[src/rtl/mag_power_ctrl.sv]
// Magnetron power controller: synchronous IDLE/RUN/PAUSE state machine with a
// slot-based duty-cycle modulator. The duty window is LEVELS slots of
// SLOT_CYCLES clocks each; the magnetron is on for the first lvl slots.
module mag_power_ctrl #(
  parameter int LEVELS      = 10,
  parameter int SLOT_CYCLES = 4,
  parameter int LW          = $clog2(LEVELS + 1)
) (
  input  logic          clk,
  input  logic          resetn,
  input  logic          startn,
  input  logic          stopn,
  input  logic          clearn,
  input  logic          door_closed,
  input  logic          timer_done,
  input  logic [LW-1:0] power_level,
  output logic          mag_on,
  output logic          running,
  output logic          paused,
  output logic          done
);

  localparam int SW = (SLOT_CYCLES > 1) ? $clog2(SLOT_CYCLES) : 1;
  localparam int PW = (LEVELS > 1) ? $clog2(LEVELS) : 1;

  localparam logic [1:0] IDLE  = 2'd0;
  localparam logic [1:0] RUN   = 2'd1;
  localparam logic [1:0] PAUSE = 2'd2;

  localparam logic [LW-1:0] LEVELS_L = LW'(LEVELS);
  localparam logic [SW-1:0] SC_MAX   = SW'(SLOT_CYCLES - 1);
  localparam logic [PW-1:0] PH_MAX   = PW'(LEVELS - 1);

  logic [1:0]    state_reg, state_next;
  logic          startn_q;
  logic [SW-1:0] sc_reg, sc_next;
  logic [PW-1:0] ph_reg, ph_next;
  logic [LW-1:0] lvl_reg, lvl_next;
  logic          mag_on_reg, running_reg, paused_reg, done_reg;
  logic          done_next;
  logic          start_req;
  logic          enter_run;
  logic [LW-1:0] lvl_clamped;

  // A start request is a high-to-low transition of the start key between samples.
  assign start_req   = startn_q & ~startn;
  assign lvl_clamped = (power_level > LEVELS_L) ? LEVELS_L : power_level;

  // Next-state selection; rules are evaluated in strict priority order.
  always_comb begin
    state_next = state_reg;
    done_next  = 1'b0;
    if (!clearn) begin
      state_next = IDLE;
    end else if (timer_done && (state_reg == RUN || state_reg == PAUSE)) begin
      state_next = IDLE;
      done_next  = 1'b1;
    end else if (!stopn) begin
      state_next = (state_reg == RUN) ? PAUSE : IDLE;
    end else if (!door_closed && state_reg == RUN) begin
      state_next = PAUSE;
    end else if (start_req && door_closed && state_reg != RUN) begin
      state_next = RUN;
    end
  end

  assign enter_run = (state_next == RUN) && (state_reg != RUN);

  // Duty-window counters: restart on RUN entry, advance in RUN, freeze in PAUSE, clear in IDLE.
  always_comb begin
    sc_next  = sc_reg;
    ph_next  = ph_reg;
    lvl_next = lvl_reg;
    if (enter_run) begin
      sc_next  = '0;
      ph_next  = '0;
      lvl_next = lvl_clamped;
    end else if (state_next == RUN) begin
      if (sc_reg == SC_MAX) begin
        sc_next = '0;
        ph_next = (ph_reg == PH_MAX) ? '0 : ph_reg + PW'(1);
      end else begin
        sc_next = sc_reg + SW'(1);
      end
    end else if (state_next == IDLE) begin
      sc_next = '0;
      ph_next = '0;
    end
  end

  // State, counters and all outputs are registered together; reset clears drive at once.
  always_ff @(posedge clk or negedge resetn) begin
    if (!resetn) begin
      state_reg   <= IDLE;
      startn_q    <= 1'b1;
      sc_reg      <= '0;
      ph_reg      <= '0;
      lvl_reg     <= '0;
      mag_on_reg  <= 1'b0;
      running_reg <= 1'b0;
      paused_reg  <= 1'b0;
      done_reg    <= 1'b0;
    end else begin
      state_reg   <= state_next;
      startn_q    <= startn;
      sc_reg      <= sc_next;
      ph_reg      <= ph_next;
      lvl_reg     <= lvl_next;
      mag_on_reg  <= (state_next == RUN) && (LW'(ph_next) < lvl_next);
      running_reg <= (state_next == RUN);
      paused_reg  <= (state_next == PAUSE);
      done_reg    <= done_next;
    end
  end

  assign mag_on  = mag_on_reg;
  assign running = running_reg;
  assign paused  = paused_reg;
  assign done    = done_reg;

endmodule

[config.mk]
export PLATFORM = sky130hd
export DESIGN_NAME = mag_power_ctrl
export DESIGN_NICKNAME = d
export VERILOG_FILES = /design/src/rtl/mag_power_ctrl.sv
export SDC_FILE = /design/constraint.sdc
export NUM_CORES = 1
export LEC_CHECK = 0
export ABC_AREA = 0
export CORE_ASPECT_RATIO = 0.6
export CORE_UTILIZATION = 40
export CTS_CLUSTER_DIAMETER = 200
export DETAILED_ROUTE_END_ITERATION = 8
export GPL_ROUTABILITY_DRIVEN = 0
export PLACE_DENSITY = 0.7
export SLEW_MARGIN = 25
export SYNTH_ARGS = -nofsm -noshare
export SYNTH_HDL_FRONTEND = slang
export SYNTH_SLANG_ARGS = --single-unit
[constraint.sdc]
create_clock -name clk -period 3.9 [get_ports clk]
set_input_delay 0.78 -clock clk [delete_from_list [all_inputs] [get_ports clk]]
set_output_delay 0.78 -clock clk [all_outputs]
set_load 0.1 [all_outputs]
==> flow_summary.ini <==
[yosys]
synth_top_area_share = 0.3970
syn_inst = 101
syn_nets = 119
ys_types = 37
synth-warning-count = 0
yosys.area.top_type = dfrtp_1
syn_area_sq_um = 1008
synth-seq-cells = 17
seq_area_frac_synth = 0.4231
avgSynthCellArea_sq_um = 9.985
ys_top_cells_by_area = dfrtp_1, ha_1, nand2_1, o21ai_0, inv_1

[layout]
multiInputGateArea_sq_um = 533.0
regArea_sq_um = 426.7
fin_nets = 136
layout_commonest_cell = dfrtp_1
area_growth_pct = 20.72
antenna-diode-count = 0
layout_common_cells = dfrtp_1, clkdlybuf4s50_1, nand2_1
fillerInstances = 215
drive_gt1_frac = 0.1111
fin_util = 0.5346

[critical_path]
worstPathMaxFanout = 13
timing_worst_setup_path_type = in -> reg
critPathLaunchType = primary input
cp-end-kind = flip-flop
critical_path.top_delay_family = compound AO/OA/AOI/OAI gates
crit_buf_inv = 1
crit_path_cell_trace = clkdlybuf4s50_1, and3b_1, o221ai_2, nor2b_4, or3_2, a21oi_1, ha_1, a21o_1, a211oi_1, o21ai_0, a41oi_1
cp.required_ns = 4.07
cp.arrival_ns = 3.57
max_stage_delay_ns = 0.56
crit_slowest_cell = clkdlybuf4s50_1

[pwr]
cellLeakagePower_nw = 0.5801
ir_drop_mv = 0.2412
powerDensity_nw_per_um2 = 315.8

[clock_network]
post_cts_buffers = 0
path_clk_slew_ns = 0.07
clock-sinks = 17
cts_hold_buf = 0
numCtsBuffers = 3
cts_tree = yes
htree_num_levels = 1
clock_latency_ns = 0.25
cts-resized-gates = 0
clk_path_buf_depth = 2
root_buffer = clkbuf_8

[hold_path]
hold_class = reg -> reg

[route]
ant_nets = 0
drc = 0
drt_wl_total_mm = 2.053
first_pass_iters = 4
avgRoutedWirePerCell_microns = 13.97
dr.first_iter.drc_count = 47
routed_via_density = 5.306
vias = 780

[flow_run]
maxCapViolations = 0

[placement]
place_ws_ns = 0.2300
port_buffers = 14
hpwl_mm = 1.613

[timing]
setup_violations = 0
setup_tns_ns = 0
finalClockSkew_ns = 0.001538
period_needed_ns = 3.401
slew_violations = 0
whs_ns = 0.4693
fmax_mhz = 294.0
tightestPinTransition_ns = 0.9816
setup_slack_ns = 0.4988
finalHoldViolations = 0
max-slew-margin-rel = 0.3435
rsz0062_at_grt = no
min_period_over_period = 0.8721

[global_route]
grt_pass1_wl_mm = 3.698
grt_max_degree = 18
grt_usage = 0.1958
grt_antenna_before_repair = 0
grt_pass1_vias = 744
grt_overflow = 0

[floorplan]
start_util = 0.4429
core-area_sq_um = 2277
fp.dieH_microns = 40.90
dieArea_sq_um = 2733
die_w_microns = 66.82
rows = 13
ios = 15

[status]
status = completed
[worst register-to-register path, stage by stage (launching register included)]
cell	delay [ns]
dfrtp_1	0.44
inv_1	0.10
ha_1	0.29
nand2b_4	0.15
o2111ai_1	0.19
or2_4	0.32
or3_2	0.44
a21oi_1	0.22
ha_1	0.29
a21o_1	0.16
a211oi_1	0.22
o21ai_0	0.12
a41oi_1	0.16
[Yosys cell counts]
master and count:
dfrtp_1 16, nand2_1 11, inv_1 9, ha_1 7, o21ai_0 7, nor2_1 5
nand4_1 4, a211oi_1 3, nor2b_1 3, a21o_1 2, a21oi_1 2, and2_1 2
and3b_1 2, buf_4 2, mux2i_1 2, nor4_1 2, o21a_1 2, a21bo_2 1
a31oi_1 1, a41oi_1 1, and2_2 1, and4_1 1, and4bb_1 1, dfstp_2 1
nand2b_1 1, nand2b_4 1, nand3_1 1, nand4b_1 1, nor2b_4 1, nor4b_1 1
o2111ai_1 1, o2111ai_2 1, o221ai_2 1, o41ai_1 1, or2_4 1, or3_2 1
or4_1 1
[stage by stage]
| step | power, W | instance area [sq um] | cells |
|---|---|---|---|
| 3_3_place_gp | 0.0002563 | 1171 | 143 |
| 5_1_grt | 0.0004058 | 1217 | 147 |
| 2_1_floorplan | 0.0002318 | 1008 | 101 |
| 4_1_cts | 0.0003908 | 1217 | 147 |
| 3_5_place_dp | 0.0002577 | 1171 | 143 |
| 6_report | 0.0003845 | 1217 | 147 |
[worst paths after layout]
path                                         from                     end  slack, ns  cells after the start
min reg2reg                  lvl_reg[3]$_DFF_PN0_    lvl_reg[3]$_DFF_PN0_       0.47                      2
min in group asynchronous                  resetn   sc_reg[0]$_DFFE_PN0P_       0.97                      1
max                                   door_closed        mag_on$_DFF_PN0_       0.50                     11
max in group asynchronous                  resetn  state_reg[0]$_DFF_PN0_       2.45                      1
max reg2reg                state_reg[1]$_DFF_PN0_        mag_on$_DFF_PN0_       0.71                     12
min                          lvl_reg[3]$_DFF_PN0_    lvl_reg[3]$_DFF_PN0_       0.47                      2
[final cells by class]
| class | count | share of cell area |
|---|---|---|
| Sequential cell | 17 | 0.3505 |
| Inverter | 9 | 0.02775 |
| Tap cell | 30 | 0.03083 |
| Clock buffer | 3 | 0.03392 |
| Clock inverter | 1 | 0.004111 |
| Timing Repair Buffer | 14 | 0.1151 |
| Multi-Input combinational cell | 73 | 0.4378 |
[cell families (layout without fill, tap and decap cells)]
kind of cell,after synthesis,after routing,synth area share
AO/OA/AOI/OAI,23,23,0.1687
adder cells (fa/ha/maj),7,7,0.08684
multiplexers,2,2,0.01985
buffers and inverters,11,27,0.04838
AND/OR/NAND/NOR,41,41,0.2531
flip-flops,17,17,0.4231
[report_power, final]
part / total (W) / leakage, nW / internal (W) / switching [W]
registers: 0.000192 / 0.228 / 0.000189 / 0.00000342
logic: 0.0000613 / 0.327 / 0.0000266 / 0.0000347
clock network: 0.000131 / 0.0255 / 0.0000709 / 0.0000599
[routing by layer]
metal,vias to the layer above,wire (microns),share of wire,global-route usage
met5,-,0,0,0
met4,0,6,0.0029,0.04787
met3,2,137,0.067,0.06389
met2,19,778,0.38,0.2626
met1,358,1131,0.55,0.2952
li1,401,-,-,-
No activity file was read; power rests on OpenSTA's default activity.
